## config.mk

```make
export PLATFORM = sky130hd
export DESIGN_NAME = serial_adder_ctrl
export DESIGN_NICKNAME = d
export VERILOG_FILES = /design/src/rtl/serial_adder_ctrl.sv
export SDC_FILE = /design/constraint.sdc
export NUM_CORES = 1
export LEC_CHECK = 0
export ABC_AREA = 1
export BUFFER_PORTS_ARGS = -buffer_cell sky130_fd_sc_hd__buf_2
export CAP_MARGIN = 20
export CORE_UTILIZATION = 47
export CTS_CLUSTER_SIZE = 12
export DETAILED_ROUTE_END_ITERATION = 16
export GPL_ROUTABILITY_DRIVEN = 0
export PLACE_DENSITY = 0.73
export SLEW_MARGIN = 10
export SYNTH_ARGS = -nofsm -noshare
export SYNTH_HDL_FRONTEND = slang
export SYNTH_SLANG_ARGS = --single-unit
```

## constraint.sdc

```tcl
create_clock -name clk -period 1.1 [get_ports clk]
set_input_delay 0.33 -clock clk [delete_from_list [all_inputs] [get_ports clk]]
set_output_delay 0.33 -clock clk [all_outputs]
set_load 0.05 [all_outputs]
```

## src/rtl/serial_adder_ctrl.sv

```systemverilog
// Bit-serial adder: one full_adder cell, LSB first, one bit per clock.
// Latency WIDTH+1 cycles from start to done; start is ignored while busy.
// Backpressure: none, so the consumer must take sum/cout in the done cycle.

module full_adder (
   input  logic a,
   input  logic b,
   input  logic ci,
   output logic s,
   output logic co
);
   assign s  = a ^ b ^ ci;
   assign co = (a & b) | (ci & (a ^ b));
endmodule

module serial_adder_ctrl #(
   parameter int WIDTH = 8
) (
   input  logic             clk,
   input  logic             rst_n,
   input  logic             start,
   input  logic [WIDTH-1:0] a,
   input  logic [WIDTH-1:0] b,
   input  logic             cin,
   output logic             busy,
   output logic             done,
   output logic [WIDTH-1:0] sum,
   output logic             cout
);
   localparam int CNT_W = $clog2(WIDTH);

   typedef enum logic [1:0] {
      IDLE = 2'd0,
      RUN  = 2'd1,
      DONE = 2'd2
   } state_t;

   state_t           state;
   state_t           state_nxt;
   logic [WIDTH-1:0] a_sr;
   logic [WIDTH-1:0] b_sr;
   logic [WIDTH-1:0] s_sr;
   logic             cy;
   logic             cout_q;
   logic [CNT_W-1:0] cnt;
   logic             fa_s;
   logic             fa_c;
   logic             last_step;

   full_adder u_fa (
      .a  (a_sr[0]),
      .b  (b_sr[0]),
      .ci (cy),
      .s  (fa_s),
      .co (fa_c)
   );

   assign last_step = (cnt == CNT_W'(WIDTH - 1));

   always_ff @(posedge clk) begin
      if (!rst_n) begin
         state <= IDLE;
      end else begin
         state <= state_nxt;
      end
   end

   always_comb begin
      state_nxt = state;
      case (state)
         IDLE: if (start) state_nxt = RUN;
         RUN:  if (last_step) state_nxt = DONE;
         DONE: state_nxt = IDLE;
         default: state_nxt = IDLE;
      endcase
   end

   // cout is a separate flop so it holds the previous result while the
   // next start reloads cy with the new carry-in.
   always_ff @(posedge clk) begin
      if (!rst_n) begin
         a_sr   <= '0;
         b_sr   <= '0;
         s_sr   <= '0;
         cy     <= 1'b0;
         cout_q <= 1'b0;
         cnt    <= '0;
      end else begin
         case (state)
            IDLE: begin
               if (start) begin
                  a_sr <= a;
                  b_sr <= b;
                  cy   <= cin;
                  cnt  <= '0;
               end
            end
            RUN: begin
               s_sr   <= {fa_s, s_sr[WIDTH-1:1]};
               a_sr   <= {1'b0, a_sr[WIDTH-1:1]};
               b_sr   <= {1'b0, b_sr[WIDTH-1:1]};
               cy     <= fa_c;
               cout_q <= fa_c;
               cnt    <= cnt + CNT_W'(1);
            end
            default: begin
            end
         endcase
      end
   end

   assign busy = (state != IDLE);
   assign done = (state == DONE);
   assign sum  = s_sr;
   assign cout = cout_q;

endmodule

```

# After elaboration in Yosys (flattened, before gate mapping)
# Cells that the tools add are included.
[totals] ff_bits=31 out_inout_bits=11 wordCells=34
[classes] add_sub_neg=1 n_mux=11 bitwise=5 eq_ne=5 reduce_logical=5
[ops] cell="$pmux W8 S2" n=2
[ops] cell="$mux W8" n=2
[ops] cell="$pmux W3 S2" n=1
[ops] cell="$mux W2" n=2
[ops] cell="$ne A2 B2 Y1 const B" n=2
[ops] cell="$pmux W2 S2" n=1
[ops] cell="$reduce_and A2 Y1" n=2
[ops] cell="$reduce_bool A2 Y1" n=2
[ops] cell="$add A3 B1 Y3 const B" n=1
[ops] cell="$eq A3 B3 Y1 const B" n=1
[ops] cell="$mux W3" n=1
[ops] cell="$and A1 B1 Y1" n=2
[ops] cell="$eq A2 B1 Y1 const B" n=1
[ops] cell="$eq A2 B2 Y1 const B" n=1
[ops] cell="$logic_not A2 Y1" n=1
[ops] cell="$pmux W1 S2" n=1
[ops] cell="$xor A1 B1 Y1" n=2
[ops] cell="$mux W1" n=1
[ops] cell="$or A1 B1 Y1" n=1

# Longest topological paths before layout
# Gate-level depths: netlist of run 1.
[logic_depth] ltp_word=4 mapped_depth=7 depth_no_buf=6

# Hierarchy
# Synthesis of run 1 repeated with hierarchy kept, for this count alone.
[hier_totals] hier_cells=221 area_unflattened_um2=1594.0
[by_module_without_submodules] mod="serial_adder_ctrl" cells_per_inst=220 instances=1 area_per_inst_um2=1574.0
[by_module_without_submodules] mod="full_adder" cells_per_inst=1 instances=1 area_per_inst_um2=20.0

# Worst setup path after synthesis of run 1
# Ideal clock, no wire load.
[synth_path] path_type="reg-to-output" start="reg state[0]" end="out done" arrival_time_ns=1.271 required_time_ns=0.770 setup_slack_ns=-0.501 n_path_buf=2 path_stages_with_launch=4 path_cell_list="dfxtp_1 buf_6 buf_2 nor2_1"
[synth_via] elab_chain_cells=1
[synth_lines] item="start: declaration" line_no="38" rtl="state_t state;"
[synth_lines] item="start signal: assignment" line_no="64" rtl="state <= state_nxt;"
[synth_lines] item="$eq A2 B2 Y1" line_no="113" rtl="assign done = (state == DONE);"
[synth_lines] item="end: declaration" line_no="26" rtl="output logic done,"
# Every way passes these cells.

# Final worst setup path of run 1
# Ends and elaborated chain as after synthesis.

==> results of run 1 <==
## state kept, by name (all words and copies together), names as in the netlist
name / cells
a_sr: 8
b_sr: 8
sum: 8
cnt: 3
state: 2
cout: 1
cy: 1
## power by group through the flow
| stage | Combinational, mW | Clock (mW) | Sequential (mW) |
|---|---|---|---|
| 6_report | 0.745 | 0.704 | 1.28 |
| 3_5_place_dp | 0.500 | 0 | 1.28 |
| 4_1_cts | 0.651 | 0.696 | 1.27 |
| 2_1_floorplan | 0.261 | 0 | 1.35 |
| 3_3_place_gp | 0.496 | 0 | 1.28 |
| 5_1_grt | 0.811 | 0.748 | 1.29 |
## cell families after synthesis
| group | after synthesis |
|---|---|
| AO/OA/AOI/OAI | 45 |
| AND/OR/NAND/NOR | 82 |
| buffers and inverters | 42 |
| flip-flops | 31 |
| adder cells (fa/ha/maj) | 3 |
## how the worst min path moves through the flow
stage                 from  endpoint
detailed placement  cnt[0]    cnt[0]
finish                b[7]   b_sr[7]
floorplan           cnt[0]    cnt[0]
global route          a[7]   a_sr[7]
CTS                   a[7]   a_sr[7]
global placement    cnt[0]    cnt[0]
## cell type report
| type | instances | area, um^2 | area share [%] |
|---|---|---|---|
| tap | 31 | 38.79 | 1.785 |
| clock inverter | 1 | 5.005 | 0.2303 |
| multi-input combinational | 131 | 753.2 | 34.66 |
| sequential | 31 | 638.1 | 29.36 |
| clock buffer | 6 | 51.30 | 2.360 |
| timing repair buffer | 61 | 560.5 | 25.79 |
| inverter | 33 | 126.4 | 5.815 |
## routing by layer
layer | GRT usage [%] | wire length (um)
met1 | 31.26 | 1748
met2 | 39.83 | 1864
met3 | 7.373 | 168
met4 | 14.29 | 100
met5 | 0 | 0
## tightest hold or removal path, cell delays in order
cell and delay (ps):
buf_2 100, nand2_1 50, a21oi_1 50
## cells in the final DEF, fill, tap and decap left out, drive strengths merged
master,instances
nand2,44
nor3b,1
dfxtp,31
ha,2
inv,33
nor2,37
fa,1
a21oi,20
bufbuf,1
buf,60
a211oi,1
clkbuf,6
clkinv,1
nand3,1
o21ai,24
## what timing repair did
item                       CTS  global route
buffers inserted            11             3
resized for setup           71            30
pin swaps                    4             4
setup endpoints to repair   31            41
gates cloned                 3             0
## stage by stage
step                      cell area [um^2]  worst slack, ps  TNS, ps  std cells  hold slack (ps)
after CTS                             2044           -265.3    -2027        291            230.9
after detailed placement              1685           -64.84   -619.2        270            452.5
after floorplan                       1414           -133.3   -133.3        203            428.3
after global placement                1685           -42.08   -181.0        270            450.3
after global routing                  2173           -311.1    -5221        294            237.4
final                                 2173           -282.1    -3773        294            228.6
==> results.json, run 1 <==
{
  "outcome": "finished with violations",
  "violations": "setup timing",
  "synth-compound-area-share_pct": 17.02,
  "cellPowerDensity_nw_per_um2": 1255,
  "finalSetupViolCount": 38,
  "netlist_instances": 203,
  "path_depth": 3,
  "yosysSeqAreaShare_pct": 44.21,
  "synth_top_family_by_area": "simple AND/OR/NAND/NOR gates",
  "worstSetupPathType": "reg2out",
  "rr_endpoint": "cy",
  "critPathMostFrequentCell": "buf_6",
  "drive_gt1_share_pct": 44.49,
  "slew_viol_final": 0,
  "drtAntennaViolNets": 0,
  "p_seq_share_pct": 46.9,
  "vias": 1452,
  "die_h_um": 56.65,
  "switching_power_uw": 870.7,
  "skew_ps": 5.660,
  "timing.final.hold_violations": 0,
  "synthTopCellsByCount": "nand2_1 (41), nor2_1 (36), dfxtp_1 (31), inv_1 (31), o21ai_0 (23)",
  "critPathRequiredTime_ps": 770,
  "reg2reg_from": "state[1]",
  "cp.arrival_ps": 1050,
  "num_antenna_cells": 0,
  "grt_pass1_vias": 1447,
  "cts_tree": "yes",
  "wl_per_cell_um": 13.21,
  "critical_path_buf_inv_count": 2,
  "syn-num-nets": 226,
  "hp-class": "in2reg",
  "synth_xor_area_share_pct": 0,
  "synth_top_area_share_pct": 44.21,
  "yosys.area_share.adder_pct": 3.209,
  "synth.distinct_cells": 18,
  "power_mw": 2.729,
  "finalCritPeriodShare_pct": 125.6,
  "synth.most_common_cell": "nand2_1",
  "internal_power_mw": 1.858,
  "vias_per_cell": 4.939,
  "cp_max_fo": 4,
  "crit_path_start": "state[0]",
  "dieArea_um2": 3209,
  "dr.first_iter.drc_count": 76,
  "period_needed_ps": 1382,
  "ys_async_sr_fraction_pct": 0,
  "h-tree-depth": 2,
  "ctsLongestPathBuffers": 2,
  "place_hpwl_um": 1929,
  "synth_top_area_cell": "dfxtp_1",
  "cts_root_buf": "clkbuf_4",
  "final_util_pct": 78.14,
  "grt_max_degree": 20,
  "drc": 0,
  "cts_hold_buf": 0,
  "slowest_delay_ps": 360,
  "grt_setup_unrepaired": "true",
  "syn-cell-area_um2": 1404,
  "cap_violations": 0,
  "endpoint": "done",
  "timing.final.ws_setup_ps": -282.1,
  "path_clk_slew_ps": 100,
  "rr_worst_depth": 8,
  "layout.nets": 286,
  "hold_depth": 3,
  "die_width_um": 56.65,
  "maxSlewHeadroom_pct": 81.83,
  "ys_warn_count": 0,
  "worstMarginPinSlew_ps": 269.7,
  "synthSimpleGateAreaFrac_pct": 22.82,
  "ys_top_cells_by_area": "dfxtp_1 (44%), nand2_1 (11%), nor2_1 (9.6%)",
  "clockPowerShare_pct": 25.8,
  "routed_wl_um": 3883,
  "grt-ovfl-total": 0,
  "synthMuxAreaShare_pct": 0,
  "combinationalPowerShare_pct": 27.3,
  "r2r_slack_ps": -150,
  "core_um2": 2781,
  "synth_edf_count": 0,
  "num_io_pins": 31,
  "start_kind": "flip-flop",
  "clk_latency_ps": 340,
  "crit_chain": "buf_6, nor2_4, buf_6",
  "grt_pass1_wl_um": 6196,
  "io_buffers": 30,
  "ys_seq_elements": 31,
  "p_leak_nw": 1.054,
  "grt_antenna_before_repair": 0,
  "num-fill-cells": 187,
  "track_usage_pct": 25.50,
  "cts_buffers": 5,
  "cts_num_sinks": 31,
  "area_growth_syn_to_layout_pct": 54.81,
  "fmax_mhz": 723.5,
  "crit_family": "flip-flops",
  "avgSynthCellArea_um2": 6.915,
  "first_pass_iters": 4,
  "start_util_pct": 50.47,
  "p_sw_share_pct": 31.91,
  "ys.flop_type": "dfxtp_1",
  "ir_drop_v": 0.001607,
  "slowest_stage": "dfxtp_2",
  "rows": 19,
  "end_kind": "output pin"
}
(Power assumes the default switching activity.)
==> run 2, diff against run 1 <==
--- a/config.mk
+++ b/config.mk
@@ -8,6 +8,7 @@
 export ABC_AREA = 1
 export BUFFER_PORTS_ARGS = -buffer_cell sky130_fd_sc_hd__buf_2
 export CAP_MARGIN = 20
+export CORE_MARGIN = 2
 export CORE_UTILIZATION = 47
 export CTS_CLUSTER_SIZE = 12
 export DETAILED_ROUTE_END_ITERATION = 16
==> run 2 against run 1 <==
Effect of this change: the run ends with DRC, setup timing left; clock power is 35% higher; hold slack better by 2.7 ps; combinational power decreased by 10%; total power increased by 6.1%; sequential share of layout area grew 1.4 points; sequential cell count stayed put; register-to-register slack better by 90 ps; critical path depth unchanged; maximum frequency up 1.6%; largest power group unchanged.
==> results.json, run 2 (synthesis gave the netlist of run 1 again) <==
{
  "layout.nets": 279,
  "hold_depth": 3,
  "grt_max_degree": 24,
  "drive_gt1_share_pct": 40.08,
  "h-tree-depth": 2,
  "ctsLongestPathBuffers": 2,
  "die_width_um": 58.65,
  "critical_path_buf_inv_count": 2,
  "cts_buffers": 5,
  "io_buffers": 30,
  "stdcell_area_um2": 2072,
  "path_clk_slew_ps": 90,
  "finalSetupViolCount": 27,
  "rr_worst_depth": 6,
  "finalCritPeriodShare_pct": 123.6,
  "timing.final.ws_setup_ps": -260.1,
  "skew_ps": 8.221,
  "drtAntennaViolNets": 0,
  "critPathRequiredTime_ps": 770,
  "timing.final.hold_violations": 0,
  "area_growth_syn_to_layout_pct": 47.59,
  "die_h_um": 58.65,
  "cap_violations": 0,
  "hp-class": "in2reg",
  "dieArea_um2": 3440,
  "vias_per_cell": 4.899,
  "dr.first_iter.drc_count": 35,
  "slowest_delay_ps": 350,
  "vias": 1411,
  "num_io_pins": 31,
  "routed_wl_um": 3418,
  "cp_max_fo": 4,
  "min_to": "a_sr[7]",
  "violations": "DRC, setup timing",
  "num_antenna_cells": 0,
  "maxSlewHeadroom_pct": 80.18,
  "grt_setup_unrepaired": "true",
  "hp-start": "a[7]",
  "track_usage_pct": 21.65,
  "place_hpwl_um": 1953,
  "end_kind": "output pin",
  "clk_latency_ps": 340,
  "critPathMostFrequentCell": "buf_6",
  "worstSetupPathType": "reg2out",
  "core_um2": 2805,
  "cts_root_buf": "clkbuf_4",
  "rr_endpoint": "sum[1]",
  "cp.arrival_ps": 1030,
  "cts_num_sinks": 31,
  "final_common_cell": "nand2_1",
  "cts_tree": "yes",
  "worstMarginPinSlew_ps": 296.9,
  "cellPowerDensity_nw_per_um2": 1397,
  "crit_family": "flip-flops",
  "grt-ovfl-total": 0,
  "grt_pass1_wl_um": 5644,
  "reg2reg_from": "state[1]",
  "rows": 19,
  "crit_chain": "buf_6, nor2_4, buf_6",
  "pre_cts_slack_ps": -33.22,
  "slowest_stage": "dfxtp_2",
  "most-common-layout-cells": "nand2_1 (38), nor2_1 (35), inv_1 (31)",
  "wl_per_cell_um": 11.87,
  "outcome": "finished with violations",
  "drc": 1,
  "placed_cell_area_um2": 1658,
  "p_leak_nw": 1.008,
  "start_kind": "flip-flop",
  "start_util_pct": 50.04,
  "fmax_mhz": 735.3,
  "grt_antenna_before_repair": 0,
  "grt_pass1_vias": 1324,
  "ir_drop_v": 0.001152,
  "r2r_slack_ps": -60,
  "slew_viol_final": 0,
  "first_pass_iters": 10,
  "period_needed_ps": 1360,
  "num-fill-cells": 195,
  "cts_hold_buf": 0
}
-- run 2: cell types whose count changed in the layout (fill, tap and decap cells not counted), sizes merged --
| cell | delta |
|---|---|
| buf | -6 |
| bufbuf | -1 |
| bufinv | +1 |
-- run 2: worst reg2reg max path, cell delays in order, from the launching register on --
cell and delay, ps:
dfxtp_2 340, inv_4 70, buf_4 160, nand2_8 90
buf_2 160, o21ai_0 180, nor2_1 60
-- run 2: layer usage --
metal | vias to the layer above | global-route usage, % | part of all wire (%)
met3 | 5 | 4.615 | 3.9
met5 | - | 0 | 0
met2 | 30 | 35.31 | 48
met1 | 645 | 28.03 | 47
li1 | 731 | - | -
met4 | 0 | 8.766 | 1.4
-- run 2: worst max path at each step --
stage / startpoint / cells after the start / slack [ps] / end
4_1_cts: state[0] / 3 / -270 / done
6_report: state[0] / 3 / -260 / done
3_5_place_dp: state[0] / 3 / -30 / done
3_3_place_gp: state[0] / 3 / -30 / done
5_1_grt: state[0] / 3 / -290 / done
2_1_floorplan: state[0] / 3 / -130 / done
-- run 2: stage by stage --
step           total power [mW]  setup TNS, ps  hold WS (ps)  instances  util, %
2_1_floorplan             1.616         -133.3         428.3        203        -
3_3_place_gp              1.760         -55.73         450.8        268    59.10
3_5_place_dp              1.766         -106.7         453.3        268    59.10
4_1_cts                   2.835          -1512         223.8        287    70.92
5_1_grt                   3.009          -3145         243.4        288    73.86
6_report                  2.894          -1422         231.3        288    73.86
-- run 2: cell type report --
type	count	area, um^2	area share [%]
inverters	33	126.4	6.099
well taps	31	38.79	1.872
multi-input cells	131	709.4	34.24
repair buffers	54	473.0	22.83
clock inverters	2	35.03	1.691
clock buffers	6	51.30	2.476
flip-flops and latches	31	638.1	30.80
-- run 2: repair_timing --
action | CTS | global route
cloned | 3 | 0
resized for setup | 61 | 27
setup buffers | 8 | 1
setup endpoints to repair | 24 | 40
pin swaps | 5 | 1
-- run 2: report_power, final --
part / switching (mW) / total, mW / internal (mW)
Clock: 0.415 / 0.952 / 0.537
Sequential: 0.0579 / 1.27 / 1.22
Combinational: 0.370 / 0.668 / 0.298
